`config.mk`:
```
export PLATFORM = sky130hd
export DESIGN_NAME = instr_sequencer
export DESIGN_NICKNAME = d
export VERILOG_FILES = /design/src/rtl/instr_sequencer.sv
export SDC_FILE = /design/constraint.sdc
export NUM_CORES = 1
export LEC_CHECK = 0
export ABC_CLOCK_PERIOD_IN_PS = 2000
export CORE_MARGIN = 5
export CORE_UTILIZATION = 40
export CTS_BUF_LIST = sky130_fd_sc_hd__clkbuf_8
export DETAILED_ROUTE_END_ITERATION = 7
export DONT_BUFFER_PORTS = 1
export SYNTH_ARGS = -nofsm -noshare
export SYNTH_HDL_FRONTEND = slang
export SYNTH_SLANG_ARGS = --single-unit
```
`constraint.sdc`:
```
create_clock -name clk -period 2 [get_ports clk]
set_input_delay 0.3 -clock clk [delete_from_list [all_inputs] [get_ports clk]]
set_output_delay 0.3 -clock clk [all_outputs]
set_load 0.05 [all_outputs]
```
`src/rtl/instr_sequencer.sv`:
```
// Multi-cycle fetch/decode/execute sequencer for the 16-bit nandgame CPU; owns A, D, PC, IR and MDR.
// Optional jump-to-self halt detection is enabled by defining INSTR_SEQ_HALT_DETECT_EN.
module instr_sequencer #(
    parameter logic [15:0] RESET_PC = 16'h0000
) (
    input  logic        clk,
    input  logic        rst,
    input  logic        run,
    output logic        rom_req,
    output logic [15:0] rom_addr,
    input  logic        rom_ack,
    input  logic [15:0] rom_data,
    output logic        ram_rd,
    output logic        ram_wr,
    output logic [15:0] ram_addr,
    output logic [15:0] ram_wdata,
    input  logic        ram_ack,
    input  logic [15:0] ram_rdata,
    output logic [15:0] ih_I,
    output logic [15:0] ih_A,
    output logic [15:0] ih_D,
    output logic [15:0] ih_addr_A,
    input  logic [15:0] ih_R,
    input  logic        ih_a,
    input  logic        ih_d,
    input  logic        ih_addr_a,
    input  logic        ih_j,
    output logic [15:0] pc,
    output logic        halted
);

    typedef enum logic [2:0] {
        ST_FETCH  = 3'd0,
        ST_DECODE = 3'd1,
        ST_MEMRD  = 3'd2,
        ST_EXEC   = 3'd3,
        ST_MEMWR  = 3'd4,
        ST_COMMIT = 3'd5,
        ST_HALT   = 3'd6
    } state_t;

    state_t      state_r;
    state_t      state_next_s;
    logic [15:0] pc_r;
    logic [15:0] a_r;
    logic [15:0] d_r;
    logic [15:0] ir_r;
    logic [15:0] mdr_r;
    logic [15:0] rq_r;
    logic        wa_r;
    logic        wd_r;
    logic        jq_r;

    // A stays constant across MEMRD/MEMWR, so the RAM address can follow A directly.
    assign rom_addr  = pc_r;
    assign ram_addr  = a_r;
    assign ram_wdata = rq_r;
    assign ih_I      = ir_r;
    assign ih_A      = a_r;
    assign ih_D      = d_r;
    assign ih_addr_A = mdr_r;
    assign pc        = pc_r;

`ifdef INSTR_SEQ_HALT_DETECT_EN
    assign halted = (state_r == ST_HALT);
`else
    assign halted = 1'b0;
`endif

    // Next-state and handshake request decode.
    always_comb begin
        state_next_s = state_r;
        rom_req      = 1'b0;
        ram_rd       = 1'b0;
        ram_wr       = 1'b0;
        case (state_r)
            ST_FETCH: begin
                rom_req = run;
                if (run && rom_ack) begin
                    state_next_s = ST_DECODE;
                end else begin
                    state_next_s = ST_FETCH;
                end
            end
            ST_DECODE: begin
                if (!ir_r[15]) begin
                    state_next_s = ST_FETCH;
                end else if (ir_r[12]) begin
                    state_next_s = ST_MEMRD;
                end else begin
                    state_next_s = ST_EXEC;
                end
            end
            ST_MEMRD: begin
                ram_rd = 1'b1;
                if (ram_ack) begin
                    state_next_s = ST_EXEC;
                end else begin
                    state_next_s = ST_MEMRD;
                end
            end
            ST_EXEC: begin
                if (ih_addr_a) begin
                    state_next_s = ST_MEMWR;
                end else begin
                    state_next_s = ST_COMMIT;
                end
            end
            ST_MEMWR: begin
                ram_wr = 1'b1;
                if (ram_ack) begin
                    state_next_s = ST_COMMIT;
                end else begin
                    state_next_s = ST_MEMWR;
                end
            end
            ST_COMMIT: begin
`ifdef INSTR_SEQ_HALT_DETECT_EN
                if (jq_r && (a_r == pc_r)) begin
                    state_next_s = ST_HALT;
                end else begin
                    state_next_s = ST_FETCH;
                end
`else
                state_next_s = ST_FETCH;
`endif
            end
`ifdef INSTR_SEQ_HALT_DETECT_EN
            ST_HALT: begin
                state_next_s = ST_HALT;
            end
`endif
            default: begin
                state_next_s = ST_FETCH;
            end
        endcase
    end

    // State register.
    always_ff @(posedge clk) begin
        if (rst) begin
            state_r <= ST_FETCH;
        end else begin
            state_r <= state_next_s;
        end
    end

    // Architectural and handler-result registers; COMMIT uses the pre-instruction A for the jump.
    always_ff @(posedge clk) begin
        if (rst) begin
            pc_r  <= RESET_PC;
            a_r   <= 16'h0000;
            d_r   <= 16'h0000;
            ir_r  <= 16'h0000;
            mdr_r <= 16'h0000;
            rq_r  <= 16'h0000;
            wa_r  <= 1'b0;
            wd_r  <= 1'b0;
            jq_r  <= 1'b0;
        end else begin
            case (state_r)
                ST_FETCH: begin
                    if (run && rom_ack) begin
                        ir_r <= rom_data;
                    end
                end
                ST_DECODE: begin
                    if (!ir_r[15]) begin
                        a_r  <= ir_r;
                        pc_r <= pc_r + 16'd1;
                    end else if (!ir_r[12]) begin
                        mdr_r <= 16'h0000;
                    end
                end
                ST_MEMRD: begin
                    if (ram_ack) begin
                        mdr_r <= ram_rdata;
                    end
                end
                ST_EXEC: begin
                    rq_r <= ih_R;
                    wa_r <= ih_a;
                    wd_r <= ih_d;
                    jq_r <= ih_j;
                end
                ST_COMMIT: begin
                    pc_r <= jq_r ? a_r : (pc_r + 16'd1);
                    if (wa_r) begin
                        a_r <= rq_r;
                    end
                    if (wd_r) begin
                        d_r <= rq_r;
                    end
                end
                default: begin
                end
            endcase
        end
    end

endmodule

```
==> results.toml, run 1 <==
[hold_path]
hold_path_end = "pc[3]"
hp-start = "rst"
hold_path_class = "in2reg"
hold_depth = 1

[grt]
grt_max_degree = 80
overflow = 0
grtUsageTotal_pct = 19.6
grt_pass1_vias = 3739
grt_pass1_wl_mm = 20.5
antenna_found_initial = 0

[setup_path]
worst_setup_path_start_kind = "flop"
reg2reg_depth = 5
crit_path_max_fanout = 10
critPathKind = "reg2out"
arrival_ns = 1.58
required_ns = 1.70
reg2reg_to = "ih_addr_A[3]"
r2r_setup_slack_ns = 0.20
end_kind = "output port"
timing.rr.start = "state_r[0]"

[sta]
rsz0062_at_grt = "no"
fin_hold_ws_ns = 0.0481
fin_crit_sh_pct = 94.0
report.final.setup_viol = 0
relSlewSlack_pct = 33.7
final.setup.tns_ns = 0
tightest_slew_ns = 0.990
clock.fmax_mhz = 532
drv_slew = 0
finClkSkew_ns = 0.0115
min_period_ns = 1.88
hold_violations = 0

[finish]
utilization_pct = 45.1
design_area_um2 = 4910
drive_gt1_share_pct = 17.1
nets = 598
antenna_cells = 0
final_cell_mix = "133 x nand2_1, 102 x dfxtp_1, 65 x buf_4"
syn_to_final_growth_pct = 10.4
mostFrequentLayoutCell = "nand2_1"

[floorplan]
core_um2 = 10900
die_y_um = 115
rows = 38
fp.dieW_um = 115
ios = 189
start_util_pct = 40.8
dieArea_um2 = 13300

[power]
vdd_drop_max_mv = 0.315
power.density_nw_per_um2 = 802
p_leak_nw = 1.75
finalPower_mw = 3.94

[drt]
drt-total-wl_mm = 13.0
drc = 0
ant_nets = 0
vias = 3769
wl_per_cell_um = 19.0
drtIter0Drc = 329
drt-vias-per-instance = 5.50
firstDrtPassIters = 5

[job]
maxCapViolations = 0

[yosys]
yosysSeqAreaShare_pct = 45.9
synth_async_sr_flop_share_pct = 0
synth_area_um2 = 4440
ys.flop_type = "dfxtp_1"
postSynthCellCount = 535
ys_ff_latch = 102
synth.avg_cell_area_um2 = 8.31
ys_types = 41
synth-edff-count = 0
syn_nets = 593
yosysWarnings = 0

[placement]
dpl.hpwl_mm = 9.56
port_buffers = 0
gp_congestion = 0.770
post_dp_cell_area_um2 = 4660

[clock_tree]
path_clk_slew_ns = 0.10
clockRootBuffer = "clkbuf_8"
htree_levels = 3
clk_path_buf_depth = 2
cts_inserted_buffers = 9
cts_tree = "done"
clock_latency_ns = 0.37
cts.sinks = 102
post-cts-setup-buffers = 0

[status]
status = "finished clean"
[worst max path at each step]
stage                from        to  slack (ns)  depth (start not counted)
2_1_floorplan  state_r[1]  ih_I[12]        0.09                          6
3_3_place_gp   state_r[2]  ih_I[12]        0.20                          5
3_5_place_dp   state_r[2]  ih_I[15]        0.17                          5
4_1_cts        state_r[1]    ram_wr        0.13                          3
5_1_grt        state_r[1]   ih_D[6]        0.02                          5
6_report       state_r[2]   rom_req        0.12                          3
[synthesized netlist by cell type, types with 3 or more instances]
cell type,count,share of area (%)
or3_1,7,0.99
o21ai_0,5,0.56
a22oi_1,5,0.84
and2_1,4,0.56
dfxtp_1,102,46
nand2_1,133,11
nor2_1,25,2.1
and3_1,4,0.56
a31oi_1,10,1.4
a21oi_1,61,6.9
clkbuf_1,16,1.4
nand4_1,7,0.99
nand3_1,27,3.0
xor2_1,4,0.79
and4_1,3,0.59
buf_4,45,7.6
a211oi_1,5,0.84
a22o_1,16,3.2
buf_2,12,1.4
a311oi_1,15,3.0
[registers in the layout (all words and copies together), names as in the netlist]
register   count
ih_I          16
jq_r           1
state_r        3
wa_r           1
ih_D          16
ih_A          16
wd_r           1
pc            16
ih_addr_A     16
ram_wdata     16
[power breakdown]
part	total, mW	internal, mW	switching [mW]	leakage [nW]
clock	1.36	0.596	0.761	0.0980
combinational	0.439	0.0999	0.339	0.824
sequential	2.14	2.07	0.0690	0.825
total	3.94	2.77	1.17	1.75
[repair_timing]
item                                    4_1_cts  5_1_grt
gates resized for setup                       0        1
endpoints found under the setup margin        0        7
hold buffers                                  2        0
hold endpoints to repair                     79        0
[worst max-delay path: stages (launching register included)]
cell	delay [ns]
dfxtp_1	0.38
buf_4	0.20
nor4b_4	0.38
buf_4	0.27
[cell type report]
| class | count | area [µm²] |
|---|---|---|
| inverters | 1 | 3.75 |
| fillers | 1089 | 5980 |
| flip-flops and latches | 102 | 2040 |
| multi-input cells | 358 | 1930 |
| repair buffers | 68 | 546 |
| well taps | 140 | 175 |
| clock inverters | 7 | 82.6 |
| clock buffers | 9 | 124 |
[layer usage]
layer	track usage, %	share of wire (%)	vias up	wire length [µm]
li1	-	-	1833	-
met1	24.4	41	1739	5380
met2	31.8	46	182	6040
met3	8.00	11	15	1430
met4	4.54	1.4	0	180
met5	0	0	-	0
[logic make-up after synthesis]
logic type | count (synthesis) | share of synthesized area (%)
simple gates | 228 | 24.3
compound gates | 124 | 17.9
flops | 102 | 45.9
buf+inv | 75 | 10.6
xor+xnor | 4 | 0.788
fa+ha+maj | 1 | 0.281
other cells | 1 | 0.0844
[metrics by stage]
stage               std cells  worst slack, ns
floorplan                 535           0.0883
global placement          667            0.199
detailed placement        667            0.173
CTS                       685            0.127
global route              685           0.0247
finish                    685            0.120
Note: power is estimated with default switching activity, not from simulation.
==> run 2: changes to the inputs <==
--- a/config.mk
+++ b/config.mk
@@ -6,11 +6,14 @@
 export NUM_CORES = 1
 export LEC_CHECK = 0
 export ABC_CLOCK_PERIOD_IN_PS = 2000
+export CELL_PAD_IN_SITES_DETAIL_PLACEMENT = 1
+export CELL_PAD_IN_SITES_GLOBAL_PLACEMENT = 2
 export CORE_MARGIN = 5
-export CORE_UTILIZATION = 40
+export CORE_UTILIZATION = 36
 export CTS_BUF_LIST = sky130_fd_sc_hd__clkbuf_8
 export DETAILED_ROUTE_END_ITERATION = 7
 export DONT_BUFFER_PORTS = 1
+export PLACE_DENSITY_LB_ADDON = 0.1
 export SYNTH_ARGS = -nofsm -noshare
 export SYNTH_HDL_FRONTEND = slang
 export SYNTH_SLANG_ARGS = --single-unit
==> results.toml, run 2 (synthesis results as in run 1) <==
[status]
status = "finished clean"

[floorplan]
start_util_pct = 36.8
ios = 189
die_y_um = 121
rows = 40
fp.dieW_um = 121
dieArea_um2 = 14700
core_um2 = 12100

[grt]
overflow = 0
grtUsageTotal_pct = 20.0
antenna_found_initial = 0
grt_pass1_vias = 3964
grt_pass1_wl_mm = 22.6
grt_max_degree = 84

[setup_path]
required_ns = 1.70
r2r_setup_slack_ns = 0.26
crit_path_max_fanout = 11
worst_setup_path_start_kind = "flop"
reg2reg_depth = 5
timing.rr.start = "state_r[1]"
arrival_ns = 1.60
critPathKind = "reg2out"
reg2reg_to = "pc[10]"
end_kind = "output port"

[drt]
wl_per_cell_um = 20.3
drtIter0Drc = 221
drt-vias-per-instance = 5.42
ant_nets = 0
drt-total-wl_mm = 14.4
firstDrtPassIters = 4
vias = 3849
drc = 0

[sta]
clock.fmax_mhz = 526
hold_violations = 0
fin_crit_sh_pct = 95.0
tightest_slew_ns = 0.655
rsz0062_at_grt = "no"
finClkSkew_ns = 0.0106
min_period_ns = 1.90
relSlewSlack_pct = 56.3
report.final.setup_viol = 0
final.setup.tns_ns = 0
drv_slew = 0

[finish]
drive_gt1_share_pct = 17.0
nets = 595
final_cell_mix = "132 x nand2_1, 102 x dfxtp_1, 63 x buf_4"
mostFrequentLayoutCell = "nand2_1"
syn_to_final_growth_pct = 10.4
utilization_pct = 40.7
final_cells = 710
antenna_cells = 0

[power]
pwr-share-comb_pct = 10.9
power.density_nw_per_um2 = 805
internal-power_mw = 2.76
pwr-share-seq_pct = 54.3
p_sw_share_pct = 30.2
vdd_drop_max_mv = 0.423
p_sw_mw = 1.19
p_leak_nw = 1.72
clkPwrFrac_pct = 34.8
finalPower_mw = 3.95

[placement]
port_buffers = 0
dpl.hpwl_mm = 10.4
dp_cells = 692
gp_congestion = 0.827

[hold_path]
hold_path_class = "in2reg"
hp-start = "ram_rdata[15]"
hold_depth = 1
hold_path_end = "ih_addr_A[15]"

[clock_tree]
cts_inserted_buffers = 9
path_clk_slew_ns = 0.11
cts.sinks = 102
htree_levels = 3
clockRootBuffer = "clkbuf_8"
clock_latency_ns = 0.38
cts_tree = "done"
post-cts-setup-buffers = 0
clk_path_buf_depth = 2

[job]
maxCapViolations = 0
-- run 2: cell types whose count changed in the layout (fill, tap and decap cells not counted), sizes merged --
cell      previous run  this run
clkinvlp             2         3
buf                 67        64
inv                  3         4
clkinv               2         0
-- run 2: area by class of cell --
cell class / count / area, µm²
timing repair buffer: 65 / 510
sequential: 102 / 2040
tap: 168 / 210
clock inverter: 7 / 78.8
multi-input combinational: 358 / 1940
clock buffer: 9 / 124
inverter: 1 / 3.75
fill: 1431 / 7150
-- run 2: worst max-delay path by stage --
| stage | cells after the start | slack (ns) | from | to |
|---|---|---|---|---|
| 2_1_floorplan | 6 | 0.09 | state_r[1] | ih_I[12] |
| 3_3_place_gp | 5 | 0.24 | state_r[0] | ih_addr_A[6] |
| 3_5_place_dp | 4 | 0.12 | state_r[2] | ih_addr_A[8] |
| 4_1_cts | 3 | 0.08 | state_r[2] | rom_req |
| 5_1_grt | 3 | 0.03 | state_r[2] | rom_req |
| 6_report | 3 | 0.10 | state_r[2] | rom_req |
-- run 2: power groups by stage --
stage	registers [mW]	clock network [mW]	logic [mW]
detailed placement	2.20	0	0.396
global route	2.15	1.50	0.459
finish	2.15	1.37	0.430
global placement	2.19	0	0.390
floorplan	2.29	0	0.262
CTS	2.15	1.42	0.432
-- run 2: what timing repair did --
| action | CTS | global route |
|---|---|---|
| setup endpoints to repair | 0 | 28 |
| hold endpoints to repair | 83 | 0 |
| resized for setup | 0 | 3 |
| hold buffers | 2 | 0 |
-- run 2: layer usage --
metal	track usage (%)	vias to the layer above	routed length, µm
li1	-	1832	-
met1	25.0	1852	6230
met2	32.0	149	6800
met3	6.34	16	1100
met4	7.58	0	264
met5	0	-	0
-- run 2: worst max-delay path: stages (launching register included) --
cell and delay (ns):
dfxtp_1 0.38, buf_4 0.20, nor4b_4 0.37, buf_4 0.26
-- run 2: through the flow --
| step | area (µm²) | worst slack (ns) | hold slack, ns |
|---|---|---|---|
| 2_1_floorplan | 4440 | 0.0883 | 0.426 |
| 3_3_place_gp | 4660 | 0.238 | 0.382 |
| 3_5_place_dp | 4660 | 0.122 | 0.388 |
| 4_1_cts | 4900 | 0.0802 | 0.0137 |
| 5_1_grt | 4910 | 0.0312 | 0.0143 |
| 6_report | 4910 | 0.100 | 0.0396 |
==> run 3: changes to the inputs <==
--- a/config.mk
+++ b/config.mk
@@ -13,7 +13,7 @@
 export CTS_BUF_LIST = sky130_fd_sc_hd__clkbuf_8
 export DETAILED_ROUTE_END_ITERATION = 7
 export DONT_BUFFER_PORTS = 1
-export PLACE_DENSITY_LB_ADDON = 0.1
+export PLACE_DENSITY = 0.8
 export SYNTH_ARGS = -nofsm -noshare
 export SYNTH_HDL_FRONTEND = slang
 export SYNTH_SLANG_ARGS = --single-unit
==> results.toml, run 3 (synthesis results as in run 1) <==
[sta]
tightest_slew_ns = 0.640
relSlewSlack_pct = 57.3
min_period_ns = 1.87
report.final.setup_viol = 0
fin_hold_ws_ns = 0.0305
clock.fmax_mhz = 535
fin_crit_sh_pct = 93.4
hold_violations = 0
finClkSkew_ns = 0.00940
drv_slew = 0
final.setup.tns_ns = 0
setup_ws_ns = 0.131
rsz0062_at_grt = "no"

[drt]
drt-vias-per-instance = 5.35
drt-total-wl_mm = 14.0
firstDrtPassIters = 4
vias = 3796
drc = 0
wl_per_cell_um = 19.7
ant_nets = 0
drtIter0Drc = 197

[finish]
antenna_cells = 0
syn_to_final_growth_pct = 10.6
mostFrequentLayoutCell = "nand2_1"
final_cell_mix = "132 x nand2_1, 102 x dfxtp_1, 63 x buf_4"
drive_gt1_share_pct = 17.2
final_cells = 710
nets = 595

[hold_path]
hp-start = "rst"
hold_path_class = "in2reg"
hold_depth = 1
hold_path_end = "pc[7]"

[setup_path]
critPathKind = "reg2out"
r2r_setup_slack_ns = 0.16
timing.rr.start = "state_r[0]"
worst_setup_path_start_kind = "flop"
required_ns = 1.70
reg2reg_depth = 5
reg2reg_to = "pc[10]"
arrival_ns = 1.57
crit_path_max_fanout = 10
end_kind = "output port"

[power]
power.density_nw_per_um2 = 807
finalPower_mw = 3.96
vdd_drop_max_mv = 0.382
p_leak_nw = 1.73

[floorplan]
ios = 189
core_um2 = 12100
rows = 40
start_util_pct = 36.8
fp.dieW_um = 121
die_y_um = 121
dieArea_um2 = 14700

[clock_tree]
clk_path_buf_depth = 2
post-cts-setup-buffers = 0
clock_latency_ns = 0.39
cts_inserted_buffers = 9
htree_levels = 3
path_clk_slew_ns = 0.11
cts.sinks = 102
cts_tree = "done"
clockRootBuffer = "clkbuf_8"

[grt]
grt.met1_usage_pct = 23.8
grtUsageTotal_pct = 19.2
grt_pass1_vias = 4039
overflow = 0
grtUsageMet3_pct = 5.92
met2_usage_pct = 31.5
busiest_layer = "met2"
grt_pass1_wl_mm = 22.0
grt_max_degree = 84
antenna_found_initial = 0

[placement]
gp_congestion = 0.763
dpl.hpwl_mm = 10.3
port_buffers = 0
dp_cells = 692
dp_slack_ns = 0.0821

[status]
status = "finished clean"

[job]
maxCapViolations = 0
[run 3: worst max-delay path by stage]
stage,start,end,slack [ns],depth (start not counted)
floorplan,state_r[1],ih_I[12],0.09,6
global placement,state_r[0],ih_addr_A[7],0.22,5
detailed placement,state_r[0],ih_addr_A[11],0.08,5
CTS,state_r[0],ih_addr_A[11],0.05,5
global route,state_r[0],pc[13],0.003,5
finish,state_r[2],ram_rd,0.13,4
[run 3: metrics by stage]
stage	util, %	area (µm²)
floorplan	-	4440
global route	40.7	4910
finish	40.7	4910
global placement	38.6	4660
CTS	40.7	4910
detailed placement	38.6	4660
[run 3: layout make-up]
class / instances / area, µm²
clock buffer: 10 / 138
clock inverter: 6 / 70.1
fill: 1446 / 7150
inverter: 1 / 3.75
multi-input combinational: 358 / 1940
sequential: 102 / 2040
tap: 168 / 210
timing repair buffer: 65 / 510
[run 3: metal layers]
metal | share of wire, % | wire length, µm | vias up
met5 | 0 | 0 | -
met3 | 6.9 | 958 | 18
met2 | 48 | 6660 | 108
met1 | 44 | 6110 | 1845
li1 | - | - | 1825
met4 | 1.8 | 253 | 0
[run 3: what timing repair did]
action | in CTS | in global routing
resized for setup | 1 | 3
gates cloned | 0 | 0
setup endpoints to repair | 1 | 24
hold buffers | 2 | 0
endpoints found under the hold margin | 83 | 0
[run 3: critical path, stage by stage (launching register included)]
cell and delay, ns:
dfxtp_1 0.54, buf_4 0.24, nand2b_4 0.17, nor2_1 0.05, buf_4 0.19
[run 3: power by group]
| group | switching [mW] | internal [mW] | total (mW) |
|---|---|---|---|
| registers | 0.0746 | 2.07 | 2.15 |
| logic | 0.335 | 0.0965 | 0.431 |
| clock network | 0.766 | 0.621 | 1.39 |
| total | 1.18 | 2.79 | 3.96 |
